===== src/rtl/bcd_to_bin_seq.sv =====
// rtl/bcd_to_bin_seq.sv - sequential reverse double-dabble BCD-to-binary converter
module bcd_to_bin_seq #(
  parameter int DIGITS = 4,
  parameter int BIN_W  = 14,
  parameter int CW     = 4
) (
  input  logic                  clk,
  input  logic                  resetn,
  input  logic [4*DIGITS-1:0]   bcd_in,
  input  logic                  in_valid,
  output logic                  in_ready,
  output logic [BIN_W-1:0]      bin_out,
  output logic                  err,
  output logic                  out_valid,
  input  logic                  out_ready,
  output logic                  busy
);

  localparam logic [1:0] IDLE = 2'd0;
  localparam logic [1:0] CONV = 2'd1;
  localparam logic [1:0] DONE = 2'd2;

  logic [1:0]            state;
  logic [4*DIGITS-1:0]   bcd_reg;
  logic [4*DIGITS-1:0]   bcd_next;
  logic [BIN_W-1:0]      bin_reg;
  logic [BIN_W-1:0]      bin_next;
  logic [CW-1:0]         cnt;
  logic                  bad_digit;

  function automatic logic any_bad(input logic [4*DIGITS-1:0] v);
    logic bad;
    bad = 1'b0;
    for (int i = 0; i < DIGITS; i++) begin
      if (v[4*i +: 4] > 4'd9) bad = 1'b1;
    end
    return bad;
  endfunction

  // A digit that received a shifted-in 1 from its upper neighbour gained 8 instead of 5.
  function automatic logic [4*DIGITS-1:0] fix_digits(input logic [4*DIGITS-1:0] v);
    logic [4*DIGITS-1:0] r;
    r = v;
    for (int i = 0; i < DIGITS; i++) begin
      if (v[4*i +: 4] >= 4'd8) r[4*i +: 4] = v[4*i +: 4] - 4'd3;
    end
    return r;
  endfunction

  always_comb begin
    bad_digit = any_bad(bcd_in);
    bcd_next  = fix_digits({1'b0, bcd_reg[4*DIGITS-1:1]});
    bin_next  = {bcd_reg[0], bin_reg[BIN_W-1:1]};
  end

  always_ff @(posedge clk) begin
    if (!resetn) begin
      state   <= IDLE;
      bcd_reg <= '0;
      bin_reg <= '0;
      cnt     <= '0;
      bin_out <= '0;
      err     <= 1'b0;
    end else begin
      case (state)
        IDLE: begin
          if (in_valid) begin
            if (bad_digit) begin
              err     <= 1'b1;
              bin_out <= '0;
              state   <= DONE;
            end else begin
              bcd_reg <= bcd_in;
              bin_reg <= '0;
              cnt     <= '0;
              state   <= CONV;
            end
          end
        end
        CONV: begin
          bin_reg <= bin_next;
          bcd_reg <= bcd_next;
          cnt     <= cnt + 1'b1;
          if (cnt == CW'(BIN_W - 1)) begin
            bin_out <= bin_next;
            err     <= 1'b0;
            state   <= DONE;
          end
        end
        DONE: begin
          if (out_ready) state <= IDLE;
        end
        default: state <= IDLE;
      endcase
    end
  end

  assign in_ready  = (state == IDLE);
  assign busy      = (state == CONV);
  assign out_valid = (state == DONE);

endmodule


===== config.mk =====
export PLATFORM = sky130hd
export DESIGN_NAME = bcd_to_bin_seq
export DESIGN_NICKNAME = d
export VERILOG_FILES = /design/src/rtl/bcd_to_bin_seq.sv
export SDC_FILE = /design/constraint.sdc
export NUM_CORES = 1
export LEC_CHECK = 0
export CORE_MARGIN = 2
export CORE_UTILIZATION = 45
export CTS_BUF_LIST = sky130_fd_sc_hd__clkbuf_16
export CTS_CLUSTER_SIZE = 8
export DETAILED_ROUTE_END_ITERATION = 6
export GPL_ROUTABILITY_DRIVEN = 0
export PLACE_DENSITY = 0.65
export SKIP_LAST_GASP = 1
export SYNTH_ARGS = -nofsm -noshare
export SYNTH_HDL_FRONTEND = slang
export SYNTH_SLANG_ARGS = --single-unit

===== constraint.sdc =====
create_clock -name clk -period 2 [get_ports clk]
set_input_delay 0.4 -clock clk [delete_from_list [all_inputs] [get_ports clk]]
set_output_delay 0.4 -clock clk [all_outputs]
set_load 0.1 [all_outputs]

==> summary.txt <==
Placement
  – Post-place setup slack: -41.30 ps
  – Dpl hpwl: 3.417 mm
  – Placed Instances: 379
  – I/O Buffers: 37

Job
  – Number of max-cap violations: 0

Worst hold path
  – Worst hold path class: register to register

Power and ir drop
  – Lkg Pwr: 1.161 nW
  – PwrDens: 796.7 nW/µm²
  – Total power: 2.443 mW
  – Maximum vdd drop: 0.0004861 V

Global routing
  – Antenna violations before repair: 0
  – Largest net degree at the start of global routing: 46
  – Vias in the first global route: 1947
  – First-pass GRT wire length: 9.080 mm
  – GRT overflow: 0
  – Total GRT Usage: 18.50%

Clocking
  – Inserted Clock Buffers: 5
  – TritonCTS clock tree: built
  – Clk root buf: clkbuf_16
  – Post-CTS Setup Bufs: 0
  – Clk sinks: 50
  – Clock Pin Slew Worst Setup and Hold Paths: 70 ps
  – Skew-Pair Late Insertion Delay: 290 ps
  – Cts repair resizes: 0
  – Post-CTS Hold Buffers: 0
  – Max clock buf depth: 2
  – H-tree levels: 2

Route
  – First-pass DRT Iterations: 4
  – Final ANT Viol Nets: 0
  – Drt initial violations: 78
  – Post-Route WL: 5.076 mm
  – # DRC: 0
  – Vias per cell: 5.300
  – Post-DR wirelength/cell: 13.12 µm
  – Vias: 2051

Critical path
  – Crit path DAT: 1420 ps
  – CP endpoint kind: output port
  – Crit Path Class: register to output port
  – Worst Setup Start Kind: register
  – Critical Path RT: 1600 ps
  – Crit path max fanout: 33

Die
  – Core Footprint: 5140 µm²
  – Die width: 77.12 µm
  – Die outline area: 5947 µm²
  – Rows: 26
  – Die height: 77.12 µm
  – Initial Util: 46.81%
  – I/O pin total: 38

STA
  – # setup viols final: 0
  – Tmin final: 1823 ps
  – Final Skew: 7.231 ps
  – Hold Fails Final Rpt: 0
  – Final Cycle Share: 91.17%
  – Max Slew Vio Count: 0
  – RSZ-0062 raised after global routing: no
  – Slew @ Worst Pin: 451.0 ps
  – Setup TNS: 0 ps
  – Setup slack after layout: 176.5 ps
  – Relative slew slack: 69.90%
  – FMAX: 548.4 MHz

Run status
  – Outcome: finished, final reports clean

Synth
  – Mapped Area: 2406 µm²
  – Syn avg cell area: 8.686 µm²
  – Most area-hungry cell type in the Yosys netlist: dfxtp_1
  – Mapped Cells: 277
  – Post-synthesis sequential area ratio: 41.60%
  – Top cell type's share of synthesized area: 41.60%
  – Synth top area cells: dfxtp_1, nand2_1, mux2i_1
  – Distinct cells, synth: 36
  – Seq cells post-synth: 50
  – Yosys Warn Count: 0
  – Syn nets: 305

Final layout
  – FF+latch area: 1001 µm²
  – Non-filler cells, final: 387
  – Layout area overhead: 27.46%
  – Max reg flops: 16
  – FILL cells: 497
  – Footprint of the multi-input gates: 1255 µm²
  – Diodes inserted: 0
  – Fraction of layout cells with a size suffix above 1: 17.03%
  – Final core utilization: 59.66%
  – Nets@finish: 344
-- worst max-delay path, cell delays in order (launching register included) --
cell      delay (ps)
dfxtp_1          400
nand2b_1         260
inv_6            260
buf_12           210
-- layout by cell type (no fill, tap or decap), drive strengths merged, types with 2 or more instances in the layout --
cell,netlist,layout
a21oi,17,17
clkdlybuf4s50,0,18
nor3,2,2
dfxtp,50,50
inv,10,12
mux2i,15,15
or3,2,2
clkbuf,9,5
nand3,16,16
nor2b,5,5
ha,8,8
buf,11,34
nand2,55,55
xnor2,6,6
o211ai,14,14
or4,2,2
o31ai,3,3
nor2,5,5
a2111o,3,3
a311oi,6,6
o21ai,28,28
-- cells in the mapped netlist --
library cell and number:
nand4_2 1, mux2i_1 15, dfxtp_1 50, a311oi_1 6
nor2b_1 5, buf_2 6, o21ai_2 4, o31ai_1 2
nor3_1 2, or3_1 2, clkbuf_1 9, o22ai_1 1
a41oi_2 1, xnor2_1 6, a211oi_1 1, nand2b_1 1
ha_1 8, or4_1 2, nand3_1 16, o21bai_1 1
o211ai_1 14, inv_1 9, nor2_1 5, nand2_1 55
a2111o_1 3, o32ai_1 1, o21ba_2 1, buf_6 4
a21oi_1 16, a2bb2oi_1 1, o31ai_4 1, o21ai_0 24
a41o_1 1, inv_6 1, a21oi_4 1, buf_1 1
-- power by group --
group / switching [mW] / leakage [nW] / internal (mW) / total, mW
Clock: 0.384 / 0.0848 / 0.599 / 0.983
Combinational: 0.235 / 0.672 / 0.179 / 0.414
Sequential: 0.0271 / 0.404 / 1.02 / 1.05
-- per-layer routing --
| metal | GRT usage [%] | part of all wire, % |
|---|---|---|
| met2 | 29.65 | 45 |
| met1 | 25.33 | 51 |
| met4 | 5.357 | 1.1 |
| met3 | 3.529 | 3.6 |
| met5 | 0 | 0 |
-- cell families (layout without fill, tap and decap cells) --
kind of cell / Yosys count / in the layout / synth area share [%]
adder cells (fa/ha/maj): 8 / 8 / 4.160
buffers and inverters: 30 / 70 / 6.448
AO/OA/AOI/OAI: 79 / 79 / 23.04
AND/OR/NAND/NOR: 89 / 89 / 16.33
flip-flops: 50 / 50 / 41.60
XOR/XNOR: 6 / 6 / 2.184
multiplexers: 15 / 15 / 6.240
-- metrics by stage --
step,cell area [µm²],hold WS [ps]
2_1_floorplan,2411,436.2
3_3_place_gp,2894,444.6
3_5_place_dp,2894,451.1
4_1_cts,3067,461.2
5_1_grt,3067,486.9
6_report,3067,459.3
-- final cells by class --
type                            count  share of cell area [%]
Timing Repair Buffer               52                   16.56
Multi-Input combinational cell    197                   40.92
Sequential cell                    50                   32.64
Clock inverter                      3                   1.550
Clock buffer                        5                   4.080
Inverter                           10                   1.387
Tap cell                           70                   2.856
-- worst paths after layout --
kind                      startpoint                       to  slack, ps  cells past startpoint
max            state[1]$_SDFFE_PN0P_                     busy        180                      3
min          bin_out[7]$_SDFFE_PN0P_  bin_out[7]$_SDFFE_PN0P_        460                      2
max reg2reg    state[1]$_SDFFE_PN0P_  bin_out[2]$_SDFFE_PN0P_        420                      6
min reg2reg  bin_out[7]$_SDFFE_PN0P_  bin_out[7]$_SDFFE_PN0P_        460                      2
No activity file was read; power rests on OpenSTA's default activity.
